--- config.mk ---
export PLATFORM = sky130hd
export DESIGN_NAME = reg_file_wr_arbiter
export DESIGN_NICKNAME = d
export VERILOG_FILES = /design/src/rtl/reg_file_wr_arbiter.sv
export SDC_FILE = /design/constraint.sdc
export NUM_CORES = 1
export LEC_CHECK = 0
export BUFFER_PORTS_ARGS = -buffer_cell sky130_fd_sc_hd__buf_2
export CAP_MARGIN = 20
export CORE_MARGIN = 2
export CORE_UTILIZATION = 36
export DETAILED_ROUTE_END_ITERATION = 16
export PLACE_DENSITY = 0.66
export SLEW_MARGIN = 30
export SYNTH_ARGS = -nofsm -noshare
export SYNTH_HDL_FRONTEND = slang
export SYNTH_SLANG_ARGS = --single-unit
--- constraint.sdc ---
create_clock -name clk -period 3.59 [get_ports clk]
set_clock_uncertainty 0.05 [all_clocks]
set_input_delay 0.718 -clock clk [delete_from_list [all_inputs] [get_ports clk]]
set_output_delay 0.718 -clock clk [all_outputs]
set_load 0.02 [all_outputs]
--- src/rtl/reg_file_wr_arbiter.sv ---
// Write-port owner for the register bank: round-robin arbitration between
// N_REQ valid/ready writers, plus a bulk CLEAR sequence that zeroes every register.
module reg_file_wr_arbiter #(
  parameter int N_REQ    = 3,
  parameter int NUM_REGS = 14,
  parameter int AW       = 4,
  parameter int DW       = 16
) (
  input  logic                clk,
  input  logic                rst,
  input  logic [N_REQ-1:0]    req_valid,
  output logic [N_REQ-1:0]    req_ready,
  input  logic [N_REQ*AW-1:0] req_addr,
  input  logic [N_REQ*DW-1:0] req_data,
  input  logic                clr_start,
  output logic                clr_busy,
  output logic                clr_done,
  output logic                err_addr,
  output logic [2:0]          err_id,
  output logic                rf_we,
  output logic [AW-1:0]       rf_addr_wr,
  output logic [DW-1:0]       rf_data_in
);

  localparam int PW = (N_REQ > 1) ? $clog2(N_REQ) : 1;
  localparam logic [AW-1:0] LAST_ADDR = AW'(NUM_REGS - 1);

  typedef enum logic {RUN, CLEAR} state_t;

  state_t          state_q;
  logic [PW-1:0]   rr_ptr_q;
  logic            rf_we_q;
  logic [AW-1:0]   rf_addr_q;
  logic [DW-1:0]   rf_data_q;
  logic            clr_done_q;
  logic            err_addr_q;
  logic [2:0]      err_id_q;

  logic            gnt_vld;
  logic [PW-1:0]   gnt_idx;
  logic [AW-1:0]   gnt_addr;
  logic [DW-1:0]   gnt_data;
  logic            gnt_legal;
  logic [PW-1:0]   rr_ptr_d;
  int              cand;

  // Search downward over offsets so the nearest requester at/after rr_ptr wins.
  always_comb begin
    gnt_vld   = 1'b0;
    gnt_idx   = '0;
    cand      = 0;
    req_ready = '0;
    if (state_q == RUN && !clr_start) begin
      for (int k = N_REQ - 1; k >= 0; k--) begin
        cand = (int'(rr_ptr_q) + k) % N_REQ;
        if (req_valid[cand]) begin
          gnt_vld = 1'b1;
          gnt_idx = PW'(cand);
        end
      end
    end
    if (gnt_vld) req_ready[gnt_idx] = 1'b1;
    gnt_addr  = req_addr[gnt_idx*AW +: AW];
    gnt_data  = req_data[gnt_idx*DW +: DW];
    gnt_legal = (int'(gnt_addr) < NUM_REGS);
    rr_ptr_d  = PW'((int'(gnt_idx) + 1) % N_REQ);
  end

  always_ff @(posedge clk) begin
    if (rst) begin
      state_q    <= RUN;
      rr_ptr_q   <= '0;
      rf_we_q    <= 1'b0;
      rf_addr_q  <= '0;
      rf_data_q  <= '0;
      clr_done_q <= 1'b0;
      err_addr_q <= 1'b0;
      err_id_q   <= '0;
    end else begin
      rf_we_q    <= 1'b0;
      clr_done_q <= 1'b0;
      err_addr_q <= 1'b0;
      case (state_q)
        RUN: begin
          if (clr_start) begin
            state_q   <= CLEAR;
            rf_we_q   <= 1'b1;
            rf_addr_q <= '0;
            rf_data_q <= '0;
          end else if (gnt_vld) begin
            rr_ptr_q <= rr_ptr_d;
            // Illegal addresses are consumed but never reach the bank.
            if (gnt_legal) begin
              rf_we_q   <= 1'b1;
              rf_addr_q <= gnt_addr;
              rf_data_q <= gnt_data;
            end else begin
              err_addr_q <= 1'b1;
              err_id_q   <= 3'(gnt_idx);
            end
          end
        end
        CLEAR: begin
          if (rf_addr_q == LAST_ADDR) begin
            state_q    <= RUN;
            clr_done_q <= 1'b1;
          end else begin
            rf_we_q   <= 1'b1;
            rf_addr_q <= rf_addr_q + AW'(1);
            rf_data_q <= '0;
          end
        end
        default: state_q <= RUN;
      endcase
    end
  end

  assign clr_busy   = (state_q == CLEAR);
  assign clr_done   = clr_done_q;
  assign err_addr   = err_addr_q;
  assign err_id     = err_id_q;
  assign rf_we      = rf_we_q;
  assign rf_addr_wr = rf_addr_q;
  assign rf_data_in = rf_data_q;

endmodule

==> flow_metrics.env, run 1 <==
export IMPL_ys_seq_area_share_pct=30.1
export IMPL_path_clk_slew_ns=0.10
export IMPL_cap_violations=0
export IMPL_fin_crit_ns=3.43
export IMPL_first_pass_iters=4
export IMPL_area_growth_pct=34.6
export IMPL_leakage_nw=1.34
export IMPL_cts_tree="yes"
export IMPL_synth_area_sq_um=1860
export IMPL_slowest_delay_ns=0.39
export IMPL_drv_slew=0
export IMPL_synth_edf_count=0
export IMPL_cp_depth=11
export IMPL_portBuffers=94
export IMPL_fin_ws_ns=0.160
export IMPL_report_final_setup_viol=0
export IMPL_final_cell_mix="94 x buf_2, 28 x dfxtp_1, 26 x nor2_1"
export IMPL_r2r_start="rr_ptr_q[0]"
export IMPL_timing_final_crit_share_pct=95.5
export IMPL_synthXorXnorAreaFrac_pct=0
export IMPL_holdWs_ns=0.425
export IMPL_synth_simple_gate_area_share_pct=17.7
export IMPL_worstPathRequired_ns=2.82
export IMPL_synth_top_family_by_area="compound AO/OA/AOI/OAI gates"
export IMPL_die_width_um=75.9
export IMPL_cpLargestDelayFamily="buffers and inverters"
export IMPL_fin_util_pct=49.6
export IMPL_syn_inst=216
export IMPL_r2r_end="rf_data_in[11]"
export IMPL_r2r_setup_slack_ns=0.51
export IMPL_worstPathCellList="inv_1 -> ha_1 -> mux2i_1 -> or2_1 -> o211ai_1 -> nand3_2 -> buf_4 -> inv_1 -> ha_1 -> and3_1 -> buf_2"
export IMPL_ios=96
export IMPL_placed_cells=378
export IMPL_fin_cells=382
export IMPL_synthTopCellsByArea="dfxtp_1 30%, mux2i_1 11%, a22o_1 7.1%"
export IMPL_drt_wl_total_mm=4.87
export IMPL_die_y_um=75.9
export IMPL_place_detailed_hpwl_mm=3.83
export IMPL_ys_seq_elements=28
export IMPL_grt_max_degree=25
export IMPL_synth_adder_area_share_pct=5.38
export IMPL_synth_compound_area_share_pct=26.7
export IMPL_grtUsageTotal_pct=17.2
export IMPL_vias=1851
export IMPL_cp_endpoint="req_ready[2]"
export IMPL_drc=0
export IMPL_r2r_cells=11
export IMPL_max_slew_margin_pct=58.8
export IMPL_setup_tns_ns=0
export IMPL_rows=26
export IMPL_clock_path_buffers=2
export IMPL_grt_pass1_wl_mm=7.67
export IMPL_synth_top_flop_cell="dfxtp_1"
export IMPL_hold_path_class="reg2reg"
export IMPL_antenna_found_initial=0
export IMPL_cts_hold_buf=0
export IMPL_ir_drop_uv=237
export IMPL_grt_ovfl_total=0
export IMPL_insertion_delay_ns=0.28
export IMPL_async_reset_ff_share_pct=0
export IMPL_die_area_sq_um=5760
export IMPL_cts_root_buffer="clkbuf_8"
export IMPL_arrival_ns=2.66
export IMPL_max_slew_worst_pin_slew_ns=0.617
export IMPL_post_drt_wl_per_cell_um=12.8
export IMPL_clock_sinks=28
export IMPL_slowest_stage="ha_1"
export IMPL_power_density_nw_per_um2=346
export IMPL_criticalPathCategory="reg2out"
export IMPL_final_common_cell="buf_2"
export IMPL_hold_viol=0
export IMPL_numCtsBuffers=3
export IMPL_setup_worst_path_start="rr_ptr_q[0]"
export IMPL_crit_buf_inv=4
export IMPL_initial_core_util_pct=36.9
export IMPL_drtIter0Drc=117
export IMPL_final_nets=387
export IMPL_outcome="completed"
export IMPL_ys_types=49
export IMPL_diodes=0
export IMPL_place_ws_ns=0.216
export IMPL_yosysWarnings=0
export IMPL_crit_fanout=11
export IMPL_via_per_inst=4.85
export IMPL_synthMuxAreaShare_pct=13.3
export IMPL_cts_max_level=1
export IMPL_syn_nets=290
export IMPL_dpl_cell_area_sq_um=2410
export IMPL_drive_above_1_share_pct=40.7
export IMPL_grt_setup_unrepaired="false"
export IMPL_core_sq_um=5040
export IMPL_finalInstanceArea_sq_um=2500
export IMPL_p_total_mw=0.865
export IMPL_start_kind="flip-flop"
export IMPL_gp_congestion=0.861
export IMPL_ant_nets=0
export IMPL_end_kind="output port"
export IMPL_synth_top_area_share_pct=30.1
export IMPL_fmaxAchievable_mhz=292
export IMPL_synth_area_per_cell_sq_um=8.61
export IMPL_grt_pass1_vias=1758
export IMPL_synth_top_cell_by_area="dfxtp_1"
-- where the power goes --
part	internal (mW)	switching, mW
Combinational	0.121	0.149
Clock	0.150	0.102
Sequential	0.330	0.0147
Total	0.600	0.265
-- metal layers --
metal  up-vias  track usage (%)  part of all wire [%]
li1        976                -                     -
met1       793             22.7                    46
met2        77             28.6                    46
met3         5             3.84                   7.2
met4         0             4.09                  0.86
met5         -                0                     0
-- synth_stat cells, types with 2 or more instances --
| cell type | number |
|---|---|
| a22o_1 | 15 |
| o21ai_2 | 2 |
| inv_1 | 11 |
| buf_6 | 4 |
| clkbuf_1 | 6 |
| o21ai_0 | 11 |
| nor2_1 | 26 |
| ha_1 | 8 |
| and3_1 | 4 |
| nor2b_1 | 2 |
| nand3_1 | 3 |
| nand4_1 | 2 |
| nand2b_1 | 2 |
| o211ai_1 | 2 |
| nor3b_1 | 3 |
| a211oi_1 | 2 |
| a21oi_1 | 20 |
| dfxtp_1 | 28 |
| mux2_2 | 2 |
| nor3_1 | 3 |
| nand2_1 | 10 |
| o21a_1 | 3 |
| mux2i_1 | 21 |
-- how the worst min path moves through the flow --
stage / from / end / cells after the start
after floorplan: rr_ptr_q[0] / rr_ptr_q[0] / 2
after global placement: err_id[0] / err_id[0] / 2
after detailed placement: err_id[0] / err_id[0] / 2
after CTS: err_id[0] / err_id[0] / 2
after global routing: rf_data_in[15] / rf_data_in[15] / 1
final: err_id[0] / err_id[0] / 2
-- cell type report --
class                           instances  area (sq um)
Multi-Input combinational cell        165          1200
Sequential cell                        28           561
Clock inverter                          1          30.0
Timing Repair Buffer                  104           546
Fill cell                             475          2540
Clock buffer                            3          41.3
Tap cell                               70          87.6
Inverter                               11          41.3
-- timing repair --
action                     4_1_cts  5_1_grt
setup endpoints to repair        0        2
gates resized for setup          0        2
buffers inserted                 0        0
-- worst min-delay path, delay by kind of cell (launching register included) --
| family | cells | cell delay [ns] |
|---|---|---|
| DFF | 1 | 0.32 |
| muxes | 1 | 0.06 |
| and+or+nand+nor | 1 | 0.05 |
-- registers in the layout, indices dropped and copies added, names as in the netlist --
signal / count
rr_ptr_q: 2
clr_busy: 1
rf_we: 1
clr_done: 1
rf_addr_wr: 4
err_id: 2
err_addr: 1
rf_data_in: 16
-- kinds of logic after synthesis --
logic type | after synthesis
other cells | 1
simple gates | 64
buf+inv | 23
flops | 28
compound gates | 68
mux | 24
fa+ha+maj | 8
Note: power is estimated with default switching activity, not from simulation.
==> run 2, diff against run 1 <==
--- a/config.mk
+++ b/config.mk
@@ -5,12 +5,14 @@
 export SDC_FILE = /design/constraint.sdc
 export NUM_CORES = 1
 export LEC_CHECK = 0
+export ABC_CLOCK_PERIOD_IN_PS = 3590
 export BUFFER_PORTS_ARGS = -buffer_cell sky130_fd_sc_hd__buf_2
 export CAP_MARGIN = 20
 export CORE_MARGIN = 2
 export CORE_UTILIZATION = 36
 export DETAILED_ROUTE_END_ITERATION = 16
 export PLACE_DENSITY = 0.66
+export RECOVER_POWER = 50
 export SLEW_MARGIN = 30
 export SYNTH_ARGS = -nofsm -noshare
 export SYNTH_HDL_FRONTEND = slang
==> run 2 against run 1 <==
Fmax decreased by 0.14%. Clock power about the same. Routed wire length increased by 0.16%. Core utilization decreased by 0.67 points. Final cell count unchanged. Worst hold slack improved by 0.0024 ns. Critical path type unchanged. Critical endpoint unchanged.
==> flow_metrics.env, run 2 (synthesis gave the netlist of run 1 again) <==
export IMPL_outcome="completed"
export IMPL_vias=1850
export IMPL_report_final_setup_viol=0
export IMPL_post_drt_wl_per_cell_um=12.8
export IMPL_clock_path_buffers=2
export IMPL_timing_final_crit_share_pct=95.7
export IMPL_die_width_um=75.9
export IMPL_ir_drop_uv=237
export IMPL_final_cell_mix="67 x buf_2, 28 x dfxtp_1, 27 x clkbuf_1"
export IMPL_post_cts_setup_buffers=0
export IMPL_criticalPathCategory="reg2out"
export IMPL_grt_max_degree=25
export IMPL_cts_hold_buf=0
export IMPL_clock_sinks=28
export IMPL_setup_tns_ns=0
export IMPL_hold_path_class="reg2reg"
export IMPL_final_nets=387
export IMPL_grtUsageTotal_pct=17.2
export IMPL_cts_tree="yes"
export IMPL_fin_crit_ns=3.43
export IMPL_power_density_nw_per_um2=349
export IMPL_cts_root_buffer="clkbuf_8"
export IMPL_max_slew_worst_pin_slew_ns=0.691
export IMPL_diodes=0
export IMPL_cts_max_level=1
export IMPL_cts_resized=0
export IMPL_leakage_nw=1.23
export IMPL_worstPathRequired_ns=2.82
export IMPL_grt_ovfl_total=0
export IMPL_initial_core_util_pct=36.9
export IMPL_final_common_cell="buf_2"
export IMPL_drive_above_1_share_pct=32.1
export IMPL_core_sq_um=5040
export IMPL_area_growth_pct=32.8
export IMPL_place_detailed_hpwl_mm=3.83
export IMPL_grt_pass1_wl_mm=7.67
export IMPL_crit_fanout=11
export IMPL_die_y_um=75.9
export IMPL_drt_wl_total_mm=4.88
export IMPL_holdWs_ns=0.427
export IMPL_max_slew_margin_pct=53.9
export IMPL_cap_violations=0
export IMPL_antenna_found_initial=0
export IMPL_drv_slew=0
export IMPL_drtIter0Drc=109
export IMPL_die_area_sq_um=5760
export IMPL_insertion_delay_ns=0.28
export IMPL_ios=96
export IMPL_p_total_mw=0.861
export IMPL_path_clk_slew_ns=0.10
export IMPL_grt_pass1_vias=1758
export IMPL_start_kind="flip-flop"
export IMPL_first_pass_iters=4
export IMPL_fmaxAchievable_mhz=291
export IMPL_rows=26
export IMPL_drc=0
export IMPL_arrival_ns=2.67
export IMPL_portBuffers=94
export IMPL_ant_nets=0
export IMPL_end_kind="output port"
export IMPL_grt_setup_unrepaired="false"
export IMPL_via_per_inst=4.84
export IMPL_largest_reg_flops=16
export IMPL_numCtsBuffers=3
export IMPL_gp_congestion=0.861
export IMPL_hold_viol=0
==> run 2: changes by cell type in the layout (fill, tap and decap cells not counted) <==
cell | previous run | this run
clkbuf_1 | 0 | 27
buf_2 | 94 | 67
==> run 2: path summary, 6_finish.rpt <==
check | cells after the start | startpoint | endpoint | slack, ns
worst min-delay path | 2 | err_id[0] | err_id[0] | 0.43
worst max register to register | 11 | rr_ptr_q[0] | rf_data_in[11] | 0.51
worst max-delay path | 11 | rr_ptr_q[0] | req_ready[2] | 0.16
worst min register to register | 2 | err_id[0] | err_id[0] | 0.43
==> run 2: layout make-up <==
class | instances | area [sq um]
inverters | 11 | 41.3
well taps | 70 | 87.6
fillers | 486 | 2570
repair buffers | 104 | 512
flip-flops and latches | 28 | 561
multi-input cells | 165 | 1200
clock buffers | 3 | 41.3
clock inverters | 1 | 30.0
==> run 2: routing by layer <==
| metal | track usage, % | vias to the layer above | part of all wire, % |
|---|---|---|---|
| met5 | 0 | - | 0 |
| met4 | 4.09 | 0 | 0.86 |
| met3 | 3.84 | 5 | 7.2 |
| met2 | 28.6 | 75 | 46 |
| met1 | 22.7 | 795 | 46 |
| li1 | - | 975 | - |
==> run 2: per-stage QoR <==
step                      instances  utilization [%]  worst slack [ns]  instance area (sq um)
after floorplan                 216                -             0.362                   1860
after global placement          378             47.8             0.248                   2410
after detailed placement        378             47.8             0.216                   2410
after CTS                       382             49.3             0.106                   2480
after global routing            382             49.0            0.0109                   2470
final                           382             49.0             0.156                   2470
==> run 2: where the power goes <==
part           switching (mW)  internal, mW  total, mW
sequential             0.0153         0.330      0.345
combinational           0.148         0.116      0.264
clock                   0.102         0.150      0.252
==> run 2: worst max-delay path: stages, from the launching register on <==
cell      delay, ns
dfxtp_1        0.36
inv_1          0.07
ha_1           0.39
mux2i_1        0.17
or2_1          0.25
o211ai_1       0.15
nand3_2        0.17
buf_4          0.21
inv_1          0.15
ha_1           0.16
and3_1         0.15
buf_2          0.16
